## src/rtl/truth_table_sweeper_pkg.sv

```systemverilog
// Shared definitions for the truth-table sweeper:
// FSM state encodings and settle counter width.
package truth_table_sweeper_pkg;

  typedef enum logic [2:0] {
    ST_IDLE   = 3'd0,
    ST_SETTLE = 3'd1,
    ST_SAMPLE = 3'd2,
    ST_DONE   = 3'd3
  } state_t;

  localparam int CNT_W = 4;

endpackage

```

## src/rtl/truth_table_sweeper_settle_timer.sv

```systemverilog
// settle_timer: loadable down-counter with a zero flag.
// Load wins over decrement; the count stops at zero.
module settle_timer #(
  parameter int W = 4
) (
  input  logic         clk,
  input  logic         reset_n,
  input  logic         load,
  input  logic [W-1:0] load_val,
  input  logic         dec,
  output logic         zero
);

  logic [W-1:0] cnt;

  always_ff @(posedge clk or negedge reset_n) begin
    if (!reset_n) begin
      cnt <= '0;
    end else if (load) begin
      cnt <= load_val;
    end else if (dec && cnt != '0) begin
      cnt <= cnt - W'(1);
    end
  end

  assign zero = (cnt == '0);

endmodule

```

## src/rtl/truth_table_sweeper.sv

```systemverilog
// Clocked sweep of every input combination into a truth table.
// Optional self-check ports enabled by macro SWEEP_CHECK_EN.
import truth_table_sweeper_pkg::*;

module truth_table_sweeper #(
  parameter int N_IN       = 3,
  parameter int SETTLE_CYC = 1
) (
  input  logic                 clk,
  input  logic                 reset_n,
  input  logic                 start,
  input  logic                 y_in,
  output logic [N_IN-1:0]      abc_out,
  output logic                 busy,
  output logic                 done,
  output logic [2**N_IN-1:0]   table_out
`ifdef SWEEP_CHECK_EN
  ,
  input  logic [2**N_IN-1:0]   exp_table,
  output logic                 pass,
  output logic [N_IN:0]        err_cnt
`endif
);

  localparam int T = 2**N_IN;
  localparam logic [N_IN-1:0] LAST = '1;
  localparam logic [CNT_W-1:0] LOADV = CNT_W'(SETTLE_CYC - 1);

  state_t          state;
  logic [N_IN-1:0] idx;
  logic            load;
  logic            dec;
  logic            cnt_zero;
  logic            last;

  assign last = (idx == LAST);

  always_comb begin
    load = 1'b0;
    dec  = 1'b0;
    unique case (state)
      ST_IDLE:   load = start;
      ST_SETTLE: dec  = 1'b1;
      ST_SAMPLE: load = !last;
      default:   load = 1'b0;
    endcase
  end

  settle_timer #(
    .W(CNT_W)
  ) u_timer (
    .clk      (clk),
    .reset_n  (reset_n),
    .load     (load),
    .load_val (LOADV),
    .dec      (dec),
    .zero     (cnt_zero)
  );

  assign busy = (state != ST_IDLE);
  assign done = (state == ST_DONE);

`ifdef SWEEP_CHECK_EN
  logic [N_IN:0] miss;

  always_comb begin
    miss = '0;
    for (int i = 0; i < T; i++) begin
      miss = miss + {{N_IN{1'b0}}, table_out[i] ^ exp_table[i]};
    end
  end
`endif

  // abc_out moves in lockstep with idx so it always equals idx
  always_ff @(posedge clk or negedge reset_n) begin
    if (!reset_n) begin
      state     <= ST_IDLE;
      idx       <= '0;
      abc_out   <= '0;
      table_out <= '0;
`ifdef SWEEP_CHECK_EN
      pass      <= 1'b0;
      err_cnt   <= '0;
`endif
    end else begin
      unique case (state)
        ST_IDLE: begin
          if (start) begin
            table_out <= '0;
            idx       <= '0;
            abc_out   <= '0;
            state     <= ST_SETTLE;
`ifdef SWEEP_CHECK_EN
            pass      <= 1'b0;
            err_cnt   <= '0;
`endif
          end
        end
        ST_SETTLE: begin
          if (cnt_zero) state <= ST_SAMPLE;
        end
        ST_SAMPLE: begin
          table_out[idx] <= y_in;
          if (last) begin
            state <= ST_DONE;
          end else begin
            idx     <= idx + N_IN'(1);
            abc_out <= idx + N_IN'(1);
            state   <= ST_SETTLE;
          end
        end
        ST_DONE: begin
          state <= ST_IDLE;
`ifdef SWEEP_CHECK_EN
          pass    <= (table_out == exp_table);
          err_cnt <= miss;
`endif
        end
        default: state <= ST_IDLE;
      endcase
    end
  end

endmodule

```

## config.mk

```make
export PLATFORM = sky130hd
export DESIGN_NAME = truth_table_sweeper
export DESIGN_NICKNAME = d
export VERILOG_FILES = /design/src/rtl/truth_table_sweeper_pkg.sv /design/src/rtl/truth_table_sweeper_settle_timer.sv /design/src/rtl/truth_table_sweeper.sv
export SDC_FILE = /design/constraint.sdc
export NUM_CORES = 1
export LEC_CHECK = 0
export CORE_AREA = 4 4 48 50
export CTS_CLUSTER_SIZE = 40
export DETAILED_ROUTE_END_ITERATION = 16
export DIE_AREA = 0 0 52 54
export GPL_TIMING_DRIVEN = 0
export PLACE_DENSITY_LB_ADDON = 0.1
export SYNTH_ARGS = -nofsm -noshare
export SYNTH_HDL_FRONTEND = slang
export SYNTH_SLANG_ARGS = --single-unit
```

## constraint.sdc

```tcl
create_clock -name clk -period 4.9 [get_ports clk]
set_input_delay 1.47 -clock clk [delete_from_list [all_inputs] [get_ports clk]]
set_output_delay 1.47 -clock clk [all_outputs]
set_load 0.1 [all_outputs]
```

Word-level counts from Yosys, hierarchy flattened
Index checks and enable logic that the tools add are counted.
{"block": "word_totals", "register_bits": 18, "inputBits": 4, "wordCells": 43}
{"block": "op_classes", "add_sub_neg": 2, "order_cmp": 2, "n_eq_ne": 7, "n_mux": 16, "n_reduce_logical": 12}
{"op": "8-bit case mux with 2 select lines", "count": 1}
{"op": "3-bit 2-to-1 mux", "count": 4}
{"op": "3-bit case mux with 3 select lines", "count": 1}
{"op": "8-bit bitwise mux", "count": 1}
{"op": "4-bit 2-to-1 mux", "count": 2}
{"op": "8-bit 2-to-1 mux", "count": 1}
{"op": "3-bit by 2-bit equality test with 1-bit output (second input constant)", "count": 2}
{"op": "2-bit != test (second input constant)", "count": 3}
{"op": "3-bit case mux with 2 select lines", "count": 1}
{"op": "4-bit zero test", "count": 1}
{"op": "3-bit by 4-bit < comparator with 1-bit output (second input constant)", "count": 1}
{"op": "2-bit AND reduction", "count": 2}
{"op": "2-bit nonzero test", "count": 2}
{"op": "4-bit nonzero test", "count": 1}
{"op": "4-bit by 1-bit subtractor with 4-bit output (second input constant)", "count": 1}
{"op": "3-bit by 1-bit adder with 3-bit output (second input constant)", "count": 1}
{"op": "1-bit demux with 3-bit select", "count": 1}
{"op": "3-bit by 1-bit equality test with 1-bit output (second input constant)", "count": 1}
{"op": "3-bit equality test (second input constant)", "count": 1}
{"op": "3-bit by 1-bit >= comparator with 1-bit output (second input constant)", "count": 1}
{"op": "3-bit zero test", "count": 1}
{"op": "3-bit AND reduction", "count": 1}
{"op": "3-bit nonzero test", "count": 1}
{"op": "1-bit logical AND", "count": 2}
{"op": "4 further kinds", "count": 5}

Logic depth before layout (Yosys ltp)
{"block": "logic_depth", "depth_word": 6, "depth_mapped": 5}

Hierarchy
Synthesis repeated with hierarchy kept, for this count alone.
{"block": "unflattened", "hier_cells": 87, "hier_area_um2": 963.4}
{"mod": "truth_table_sweeper", "instances": 1, "cells_each": 60, "area_per_inst_um2": 693.2, "seq_area_each_um2": 325.3}
{"mod": "settle_timer", "instances": 1, "cells_each": 27, "area_per_inst_um2": 270.3, "seq_area_each_um2": 100.1}

Worst setup path before layout
Ideal clock, no wire load.
{"block": "synth_timing", "kind": "flip-flop to output port", "from": "reg state[1]", "to": "out done", "t_arrival_ns": 1.208, "slack_ns": 2.222, "stages_incl_launch_ff": 3, "path_cell_list": "dfrtp_1 buf_6 and2_1"}
{"block": "synth_via", "elab_chain_len": 1}
{"item": "start: declaration", "line_no": "truth_table_sweeper.sv:29", "source": "state_t state;"}
{"item": "start signal: assignment", "line_no": "truth_table_sweeper.sv:77", "source": "state <= ST_IDLE;"}
{"item": "start signal: assignment", "line_no": "truth_table_sweeper.sv:92", "source": "state <= ST_SETTLE;"}
{"item": "start signal: assignment", "line_no": "truth_table_sweeper.sv:100", "source": "if (cnt_zero) state <= ST_SAMPLE;"}
{"item": "3-bit by 2-bit equality test with 1-bit output", "line_no": "truth_table_sweeper.sv:61", "source": "assign done = (state == ST_DONE);"}
{"item": "end: declaration", "line_no": "truth_table_sweeper.sv:15", "source": "output logic done,"}
No other way between the ends.

Final worst setup path
{"block": "layout_timing", "from": "reg state[1]", "to": "out busy"}
{"block": "layout_via", "elab_chain_len": 1}
{"item": "3-bit nonzero test", "line_no": "truth_table_sweeper.sv:60", "source": "assign busy = (state != ST_IDLE);"}
{"item": "end: declaration", "line_no": "truth_table_sweeper.sv:14", "source": "output logic busy,"}
No other way between the ends.

==> run metrics <==
H-tree levels 1; final wirelength 1667 um; Synth Cell Area 905.9 um2; P_int 322.3 uW; Layout area overhead 24.45%; fin crit period 3.562 ns; dpl cells 123; number of global-route vias before repair 640; Final nets 109; initial antenna violation count 0; post-layout util 0.5928; cell count after synthesis 80; global route overflow 0; Vias 695; final std cells w/o fill 127; largest family of logic cells by synthesized area compound AO/OA/AOI/OAI gates; top-area cell type share of the netlist area 0.4696; Worst Tran Pin Value 0.9724 ns; Slew Viols, Final 0; layout cells sized above 1 0.1500; run status completed; CP Launch Type flip-flop; Root Driver clkbuf_4; Worst Path Buf+Inv 2; clk_skew 0.005052 ns; syn_nets 88; sequential area share after synthesis 0.4696; leading area contributor after synthesis dfrtp_1; Max Root-Sink Buffers 2; Pwr Density 550.1 mW/mm2; Initial Util 0.4763; crit path max-delay cell type clkdlybuf4s50_1; sequential share of power 0.319; clock latency on the worst-skew pair 0.29 ns; Crit Path Category flip-flop to primary output; number of fill cells 178; area of the die 0.002808 mm2; postcts setup bufs 0; DRC 0; # resized after CTS 0; Post-Synth XOR/XNOR Area 0; CP peak stage delay 0.96 ns; Seq cells post-synth 17; first-pass GRT wire length 2822 um; initial DRC count 6; Pleak 0.0004745 uW; Via density 5.472; largest net degree at the start of global routing 18; maximum vdd drop 0.0004303 V; final period utilization 0.7269; Synth Warn # 0; Yosys cell types 27; TritonCTS clock tree yes; GP Congestion 0.6856; placed wire-length estimate 1249 um; endpoints failing hold 0; core area 0.001902 mm2; mean area per synthesized cell 11.32 um2; Hold WS 0.5055 ns; top cells by area, synth dfrtp_1 (47%), o31ai_1 (5.8%), ha_1 (5.5%), o211ai_1 (5.0%), o21ai_0 (4.4%); Clock Sinks 17; multiplexer area fraction after synthesis 0.01105; First-pass DRT Iterations 4; worst min path class flip-flop to flip-flop; delay-heaviest family, CP buffers and inverters; Achievable Freq 280.8 MHz; Synth Area in Compound Gates 0.2583; Post-CTS Hold Buffers 0; # setup viols final 0; Post-Synth Simple-Gate Area 0.1464; I/O Pins 17; CTS Buf Count 3; # rows 16; Slew Limit Headroom 0.3497; Post-Synth Adder-Cell Area 0.05525; CP Capture Type primary output; Routed WL per cell 13.13 um; combinational power share 0.561; CP arrival 2.09 ns; Cell Chain, Critical Path buf_6 > or2_2 > clkdlybuf4s50_1; Worst Path Required 3.43 ns; overall die width 52 um; ANT nets after route 0; switching fraction of total power 0.4803; clk slew on worst S/H paths 0.09 ns; Total Neg Setup Slack 0 ns; Port Buf Inserts 16; net switching power 297.8 uW; All-Layer GR Usage 0.1365; chip height 54 um; n_diodes 0; crit-path max FO 10; max-cap violations 0; share of total power in the clock network 0.120; unrepaired setup endpoints after global routing no
-- per-stage QoR --
step / worst slack [ns] / total power, uW / instance area [um2]
after CTS: 1.314 / 629.9 / 1127
after global routing: 1.283 / 666.2 / 1127
after global placement: 1.672 / 545.1 / 1100
after detailed placement: 1.649 / 552.5 / 1100
after floorplan: 2.222 / 476.4 / 905.9
final: 1.338 / 620.2 / 1127
-- area by class of cell --
class	instances	area, um2	area share
flip-flops and latches	17	425.4	0.3774
repair buffers	16	160.2	0.1421
well taps	27	33.78	0.02997
plain buffers	4	38.79	0.03441
multi-input cells	55	426.7	0.3785
clock buffers	3	22.52	0.01998
inverters	4	15.01	0.01332
clock inverters	1	5.005	0.004440
-- state kept, by name, indices dropped and copies added (netlist names) --
| name | flops |
|---|---|
| idx | 3 |
| state | 2 |
| table_out | 8 |
| u_timer.cnt | 4 |
-- routing by layer --
metal,vias to the layer above,track usage,routed length [um]
li1,346,-,-
met1,333,0.1558,722
met2,16,0.2448,867
met3,0,0.04986,78
met4,0,0.02620,0
met5,-,0,0
-- final timing paths --
path	slack, ns	cells past startpoint	start	endpoint
max	1.34	3	state[1]	busy
min	0.51	1	u_timer.cnt[0]	u_timer.cnt[0]
max reg2reg	3.16	5	idx[1]	idx[1]
min reg2reg	0.51	1	u_timer.cnt[0]	u_timer.cnt[0]
max in group asynchronous	2.82	1	reset_n	u_timer.cnt[0]
min in group asynchronous	1.61	1	reset_n	table_out[2]
-- cell usage in the layout, fill, tap and decap left out --
master,netlist,layout
dfrtp_1,17,17
clkdlybuf4s50_1,0,16
o21ai_0,8,8
o31ai_1,7,7
o211ai_1,6,6
inv_1,4,4
nand3b_1,4,4
ha_1,4,4
buf_6,3,3
or2_2,3,3
nand2b_1,3,3
nand2_1,3,3
clkbuf_4,0,3
and2_1,2,2
o22ai_1,2,2
nor3b_1,1,1
o21bai_1,1,1
or3b_4,1,1
or3b_2,1,1
clkbuf_2,1,1
o311ai_0,1,1
o41ai_1,1,1
or3_1,1,1
or4_1,1,1
a21boi_1,1,1
o311ai_4,1,1
o41ai_2,1,1
o221ai_1,1,1
mux2i_1,1,1
clkinv_2,0,1
-- cell usage after synthesis (all sizes together) --
master	instances
o31ai	7
a21boi	1
o41ai	2
nand3b	4
o21bai	1
buf	3
or2	3
and2	2
o311ai	2
or3b	2
ha	4
nor3b	1
clkbuf	1
nand2	3
or3	1
or4	1
dfrtp	17
mux2i	1
o21ai	8
o221ai	1
o22ai	2
nand2b	3
o211ai	6
inv	4
-- power groups by stage --
stage / clock (uW) / combinational (uW) / sequential (uW)
after floorplan: 0 / 229 / 248
after global placement: 0 / 346 / 199
after detailed placement: 0 / 351 / 201
after CTS: 79.0 / 352 / 199
after global routing: 83.6 / 380 / 203
final: 74.6 / 348 / 198
-- cell families (layout without fill, tap and decap cells) --
logic type               after synthesis  after routing
AND/OR/NAND/NOR                       20             20
multiplexers                           1              1
buffers and inverters                  8             28
AO/OA/AOI/OAI                         30             30
adder cells (fa/ha/maj)                4              4
flip-flops                            17             17
Power figures use the tool's default switching activity.
